File: config.mk
export PLATFORM = sky130hd
export DESIGN_NAME = result_streamer_flat
export DESIGN_NICKNAME = d
export VERILOG_FILES = /design/src/rtl/result_streamer_if.sv /design/src/rtl/result_streamer.sv /design/src/flat_wrapper.sv
export SDC_FILE = /design/constraint.sdc
export NUM_CORES = 1
export LEC_CHECK = 0
export CORE_ASPECT_RATIO = 0.6
export CORE_UTILIZATION = 30
export DETAILED_ROUTE_END_ITERATION = 16
export PLACE_DENSITY = 0.54
export SLEW_MARGIN = 20
export SYNTH_ARGS = -nofsm -noshare
export SYNTH_HDL_FRONTEND = slang
export SYNTH_SLANG_ARGS = --single-unit
File: constraint.sdc
create_clock -name clk -period 2.9 [get_ports clk]
set_clock_uncertainty 0.2 [all_clocks]
set_input_delay 0.29 -clock clk [delete_from_list [all_inputs] [get_ports clk]]
set_output_delay 0.29 -clock clk [all_outputs]
set_load 0.1 [all_outputs]
File: src/rtl/result_streamer_if.sv
// Bundle between result_streamer, the result memory and the com bus.
// The slave side is the streamer itself.
interface result_streamer_if #(
  parameter int DATA_WIDTH = 16,
  parameter int ADDR_WIDTH = 12
);
  logic                  process_done;
  logic [ADDR_WIDTH-1:0] out_base_addr;
  logic [ADDR_WIDTH-1:0] out_len;
  logic [ADDR_WIDTH-1:0] mem_addr;
  logic                  mem_rd_en;
  logic [DATA_WIDTH-1:0] mem_rdata;
  logic [DATA_WIDTH-1:0] com_data_out;
  logic                  output_write_start;
  logic                  output_write_done;
  logic                  busy;

  modport master (
    output process_done,
    output out_base_addr,
    output out_len,
    output mem_rdata,
    input  mem_addr,
    input  mem_rd_en,
    input  com_data_out,
    input  output_write_start,
    input  output_write_done,
    input  busy
  );

  modport slave (
    input  process_done,
    input  out_base_addr,
    input  out_len,
    input  mem_rdata,
    output mem_addr,
    output mem_rd_en,
    output com_data_out,
    output output_write_start,
    output output_write_done,
    output busy
  );
endinterface

File: src/rtl/result_streamer.sv
// Reads a contiguous result region from memory and streams it onto
// com_data_out, one word per clock, framed by start/done strobes.
module result_streamer #(
  parameter int DATA_WIDTH = 16,
  parameter int ADDR_WIDTH = 12
) (
  input logic              clk,
  input logic              rst,
  result_streamer_if.slave bus
);
  typedef enum logic [1:0] {
    IDLE,
    PRIME,
    STREAM,
    DONE
  } state_t;

  state_t                state_q, state_n;
  logic [ADDR_WIDTH-1:0] addr_q, addr_n;
  logic                  rd_q, rd_n;
  logic [ADDR_WIDTH-1:0] issued_q, issued_n;
  logic [ADDR_WIDTH-1:0] recv_q, recv_n;
  logic [ADDR_WIDTH-1:0] len_q, len_n;
  logic [DATA_WIDTH-1:0] data_q, data_n;
  logic                  start_q, start_n;
  logic                  done_q, done_n;

  always_ff @(posedge clk or posedge rst) begin
    if (rst) begin
      state_q  <= IDLE;
      addr_q   <= '0;
      rd_q     <= 1'b0;
      issued_q <= '0;
      recv_q   <= '0;
      len_q    <= '0;
      data_q   <= '0;
      start_q  <= 1'b0;
      done_q   <= 1'b0;
    end else begin
      state_q  <= state_n;
      addr_q   <= addr_n;
      rd_q     <= rd_n;
      issued_q <= issued_n;
      recv_q   <= recv_n;
      len_q    <= len_n;
      data_q   <= data_n;
      start_q  <= start_n;
      done_q   <= done_n;
    end
  end

  always_comb begin
    state_n  = state_q;
    addr_n   = addr_q;
    rd_n     = rd_q;
    issued_n = issued_q;
    recv_n   = recv_q;
    len_n    = len_q;
    data_n   = data_q;
    start_n  = 1'b0;
    done_n   = 1'b0;
    unique case (state_q)
      IDLE: begin
        if (bus.process_done) begin
          len_n    = bus.out_len;
          issued_n = '0;
          recv_n   = '0;
          if (bus.out_len == '0) begin
            done_n  = 1'b1;
            state_n = DONE;
          end else begin
            addr_n   = bus.out_base_addr;
            rd_n     = 1'b1;
            issued_n = {{(ADDR_WIDTH-1){1'b0}}, 1'b1};
            state_n  = PRIME;
          end
        end
      end
      PRIME: begin
        if (issued_q != len_q) begin
          addr_n   = addr_q + 1'b1;
          issued_n = issued_q + 1'b1;
        end else begin
          rd_n = 1'b0;
        end
        state_n = STREAM;
      end
      STREAM: begin
        // Read issue runs one word ahead of capture.
        if (recv_q == len_q) begin
          rd_n    = 1'b0;
          state_n = DONE;
        end else begin
          if (issued_q != len_q) begin
            addr_n   = addr_q + 1'b1;
            issued_n = issued_q + 1'b1;
          end else begin
            rd_n = 1'b0;
          end
          data_n  = bus.mem_rdata;
          start_n = 1'b1;
          recv_n  = recv_q + 1'b1;
          done_n  = ((recv_q + 1'b1) == len_q);
        end
      end
      DONE: begin
        rd_n = 1'b0;
        if (!bus.process_done) state_n = IDLE;
      end
    endcase
  end

  assign bus.mem_addr           = addr_q;
  assign bus.mem_rd_en          = rd_q;
  assign bus.com_data_out       = data_q;
  assign bus.output_write_start = start_q;
  assign bus.output_write_done  = done_q;
  assign bus.busy = (state_q == PRIME) || (state_q == STREAM);
endmodule

File: src/flat_wrapper.sv
// flat-port wrapper written by rule: the top's interface ports become plain ports
module result_streamer_flat 
#(
  parameter int DATA_WIDTH = 16,
  parameter int ADDR_WIDTH = 12
)
  (clk, rst, bus_process_done, bus_out_base_addr, bus_out_len, bus_mem_rdata, bus_mem_addr, bus_mem_rd_en, bus_com_data_out, bus_output_write_start, bus_output_write_done, bus_busy);
  result_streamer_if #(.DATA_WIDTH(DATA_WIDTH), .ADDR_WIDTH(ADDR_WIDTH)) bus_i ();
  input logic clk;
  input logic rst;
  input wire logic [$bits(bus_i.process_done)-1:0] bus_process_done;
  input wire logic [$bits(bus_i.out_base_addr)-1:0] bus_out_base_addr;
  input wire logic [$bits(bus_i.out_len)-1:0] bus_out_len;
  input wire logic [$bits(bus_i.mem_rdata)-1:0] bus_mem_rdata;
  output wire logic [$bits(bus_i.mem_addr)-1:0] bus_mem_addr;
  output wire logic [$bits(bus_i.mem_rd_en)-1:0] bus_mem_rd_en;
  output wire logic [$bits(bus_i.com_data_out)-1:0] bus_com_data_out;
  output wire logic [$bits(bus_i.output_write_start)-1:0] bus_output_write_start;
  output wire logic [$bits(bus_i.output_write_done)-1:0] bus_output_write_done;
  output wire logic [$bits(bus_i.busy)-1:0] bus_busy;
  assign bus_i.process_done = bus_process_done;
  assign bus_i.out_base_addr = bus_out_base_addr;
  assign bus_i.out_len = bus_out_len;
  assign bus_i.mem_rdata = bus_mem_rdata;
  assign bus_mem_addr = bus_i.mem_addr;
  assign bus_mem_rd_en = bus_i.mem_rd_en;
  assign bus_com_data_out = bus_i.com_data_out;
  assign bus_output_write_start = bus_i.output_write_start;
  assign bus_output_write_done = bus_i.output_write_done;
  assign bus_busy = bus_i.busy;
  result_streamer #(.DATA_WIDTH(DATA_WIDTH), .ADDR_WIDTH(ADDR_WIDTH)) u_core (.clk(clk), .rst(rst), .bus(bus_i));
endmodule
==> flow_metrics.py <==
metrics = {
    "status": {
        "status": "complete, no violations",
    },
    "final_layout": {
        "final_nets": 533,
        "syn2layout_area_growth_pct": 27.42,
        "instances_no_fill": 655,
        "layout-drive-gt1-share": 0.2206,
        "diodes": 0,
    },
    "clock_network": {
        "postCtsSetupRepairBufs": 0,
        "cts.sinks": 69,
        "cts_tree": "done",
        "root_buffer": "clkbuf_16",
        "clk_path_buf_depth": 2,
        "clk_pin_slew_worst_paths_ns": 0.06,
        "numCtsBuffers": 9,
        "cts_htree_levels": 3,
        "cts_hold_buffers": 0,
        "clk_latency_ns": 0.33,
        "ctsResizeCount": 0,
    },
    "global_route": {
        "grt_first_pass_wirelength_um": 17560,
        "gr-total-overflow": 0,
        "grt_pass1_vias": 3153,
        "antenna_found_initial": 0,
        "grt_max_degree": 70,
        "grtUsageTotal": 0.1599,
    },
    "sta": {
        "slew_viol_final": 0,
        "holdWs_ns": 0.1589,
        "tightest_slew_ns": 0.5961,
        "max_freq_mhz": 380.2,
        "period_minus_slack_ns": 2.630,
        "max_slew_margin": 0.6011,
        "period_share": 0.9070,
        "final-hold-violation-count": 0,
        "setup_viol": 0,
        "fin_tns_setup_ns": 0,
        "rsz0062_at_grt": "false",
    },
    "drt": {
        "vias_per_cell": 5.224,
        "wirelength_um": 11010,
        "wl_per_cell_um": 16.81,
        "drt_iter0_drc": 247,
        "drtAntennaViolNets": 0,
        "drc": 0,
        "drtPass1Iterations": 5,
        "num_vias": 3422,
    },
    "floorplanning": {
        "rows": 32,
        "core-area_um2": 13170,
        "io_pins": 75,
        "die_y_um": 93.04,
        "initial_core_util": 0.3146,
        "die_w_um": 153.7,
        "fp.dieArea_um2": 14300,
    },
    "worst_setup_path": {
        "required_ns": 2.95,
        "arrival_ns": 2.68,
        "worst_setup_path_start_kind": "flip-flop",
        "r2r_start": "u_core.recv_q[0]$_DFFE_PP0P_",
        "r2r_setup_slack_ns": 0.27,
        "critPathCaptureType": "flip-flop",
        "path_max_fanout": 7,
        "startpoint": "u_core.recv_q[0]$_DFFE_PP0P_",
        "critPathKind": "reg -> reg",
    },
    "synth": {
        "dominantRegCellSynth": "dfrtp_1",
        "synth_cell_types": 57,
        "synthTopCellsByArea": "dfrtp_1 42%, xor2_1 6.1%, mux2_2 5.2%",
        "synthesis.area_um2": 4144,
        "synth.largest_area_cell": "dfrtp_1",
        "ys_ff_latch": 69,
        "yosysTopAreaCellShare": 0.4167,
        "async_flop_share": 1.000,
        "syn_nets": 455,
        "yosys_warnings": 0,
        "seq_area_frac_synth": 0.4167,
        "synth.avg_cell_area_um2": 10.28,
        "syn_inst": 403,
        "synth-edff-count": 0,
    },
    "placed_design": {
        "port_buffers": 74,
        "post-place-cells": 640,
        "gp_congestion": 0.9131,
        "dp_hpwl_um": 8057,
    },
    "min_path": {
        "hold_path_class": "in -> async",
    },
    "flow_run": {
        "maxCapViolCount": 0,
    },
}
==> cell usage after synthesis, types with 2 or more instances <==
cell type / number
a211o_1: 9
a21boi_0: 2
a21oi_1: 14
a31oi_1: 2
and3_1: 7
and4_1: 4
buf_2: 6
buf_4: 2
buf_6: 5
clkbuf_1: 6
dfrtp_1: 69
ha_1: 9
inv_1: 9
mux2_2: 19
mux2_4: 10
mux2i_1: 3
nand2_1: 34
nand3_1: 25
nand3b_1: 2
nand4_1: 9
nand4_4: 3
nor2_1: 18
nor2b_1: 7
nor3_1: 3
nor3b_1: 2
nor4_1: 12
nor4_2: 2
nor4_4: 2
o211ai_1: 3
o21ai_0: 28
o311ai_0: 2
o31ai_1: 3
o41ai_1: 3
or3_1: 9
xnor2_1: 10
xor2_1: 29
==> layout make-up <==
| class | instances | area [um2] |
|---|---|---|
| clock buffer | 11 | 242.7 |
| clock inverter | 4 | 25.02 |
| timing repair buffer | 87 | 783.3 |
| sequential | 69 | 1727 |
| inverter | 10 | 37.54 |
| tap | 170 | 212.7 |
| fill | 1255 | 7893 |
| multi-input combinational | 304 | 2252 |
==> worst paths after layout <==
check / cells after the start / endpoint
min: 3 / u_core.bus.com_data_out[1]$_DFFE_PP0P_
max reg2reg: 7 / u_core.bus.output_write_done$_DFF_PP0_
min in group clk: 1 / u_core.bus.com_data_out[2]$_DFFE_PP0P_
min reg2reg: 1 / u_core.bus.com_data_out[2]$_DFFE_PP0P_
max: 7 / u_core.bus.output_write_done$_DFF_PP0_
max in group asynchronous: 3 / u_core.recv_q[10]$_DFFE_PP0P_
==> state kept, by name, summed over array words and instances (netlist names) <==
| signal | cells |
|---|---|
| u_core.issued_q | 12 |
| u_core.bus.mem_addr | 12 |
| u_core.len_q | 12 |
| u_core.bus.com_data_out | 16 |
| u_core.recv_q | 12 |
| u_core.bus.output_write_start | 1 |
| u_core.state_q | 2 |
| u_core.bus.mem_rd_en | 1 |
| u_core.bus.output_write_done | 1 |
==> logic make-up (layout without fill, tap and decap cells) <==
logic type               Yosys count  after routing  synth area share
flip-flops                        69             69            0.4167
XOR/XNOR                          40             40           0.08635
AO/OA/AOI/OAI                     73             73            0.1117
buffers and inverters             30            112           0.03985
multiplexers                      32             32           0.09511
AND/OR/NAND/NOR                  150            150            0.2231
adder cells (fa/ha/maj)            9              9           0.02717
==> per-layer routing <==
layer	global-route usage	wire length (um)	vias to the layer above
met5	0	0	-
met4	0.03917	125	0
met3	0.03985	662	13
met2	0.2098	4261	121
met1	0.2521	5960	1659
li1	-	-	1629
==> cell usage in the layout, fill, tap and decap left out, drive strengths merged, types with 5 or more instances in the layout <==
cell           Yosys  final
nand4             13     13
nand3             26     26
nor2b              7      7
o21ai             29     29
or3                9      9
nand2             35     35
buf               14     45
dfrtp             69     69
ha                 9      9
clkdlybuf4s50      0     42
clkbuf             6     11
xor2              30     30
nor4              16     16
xnor2             10     10
a211o              9      9
and4               5      5
inv               10     10
mux2              29     29
and3               8      8
a21oi             14     14
nor2              19     19
==> critical path, cell delays in order, from the launching register on <==
cell     delay, ns
dfrtp_1       0.46
ha_1          0.31
nand3_1       0.25
nor2_1        0.38
and4_1        0.30
xnor2_1       0.07
nor4_1        0.32
a32o_1        0.25
==> through the flow <==
stage / setup slack, ns / area (um2) / utilization
CTS: 0.3340 / 5280 / 0.4008
finish: 0.2697 / 5280 / 0.4008
detailed placement: 0.08118 / 5012 / 0.3805
global placement: 0.1312 / 5012 / 0.3805
floorplan: 0.1431 / 4144 / -
global route: 0.1015 / 5280 / 0.4008
Power is left out: the tool's default activity adds up to more than one toggle a clock period on the data nets, which glitch-free logic cannot reach.
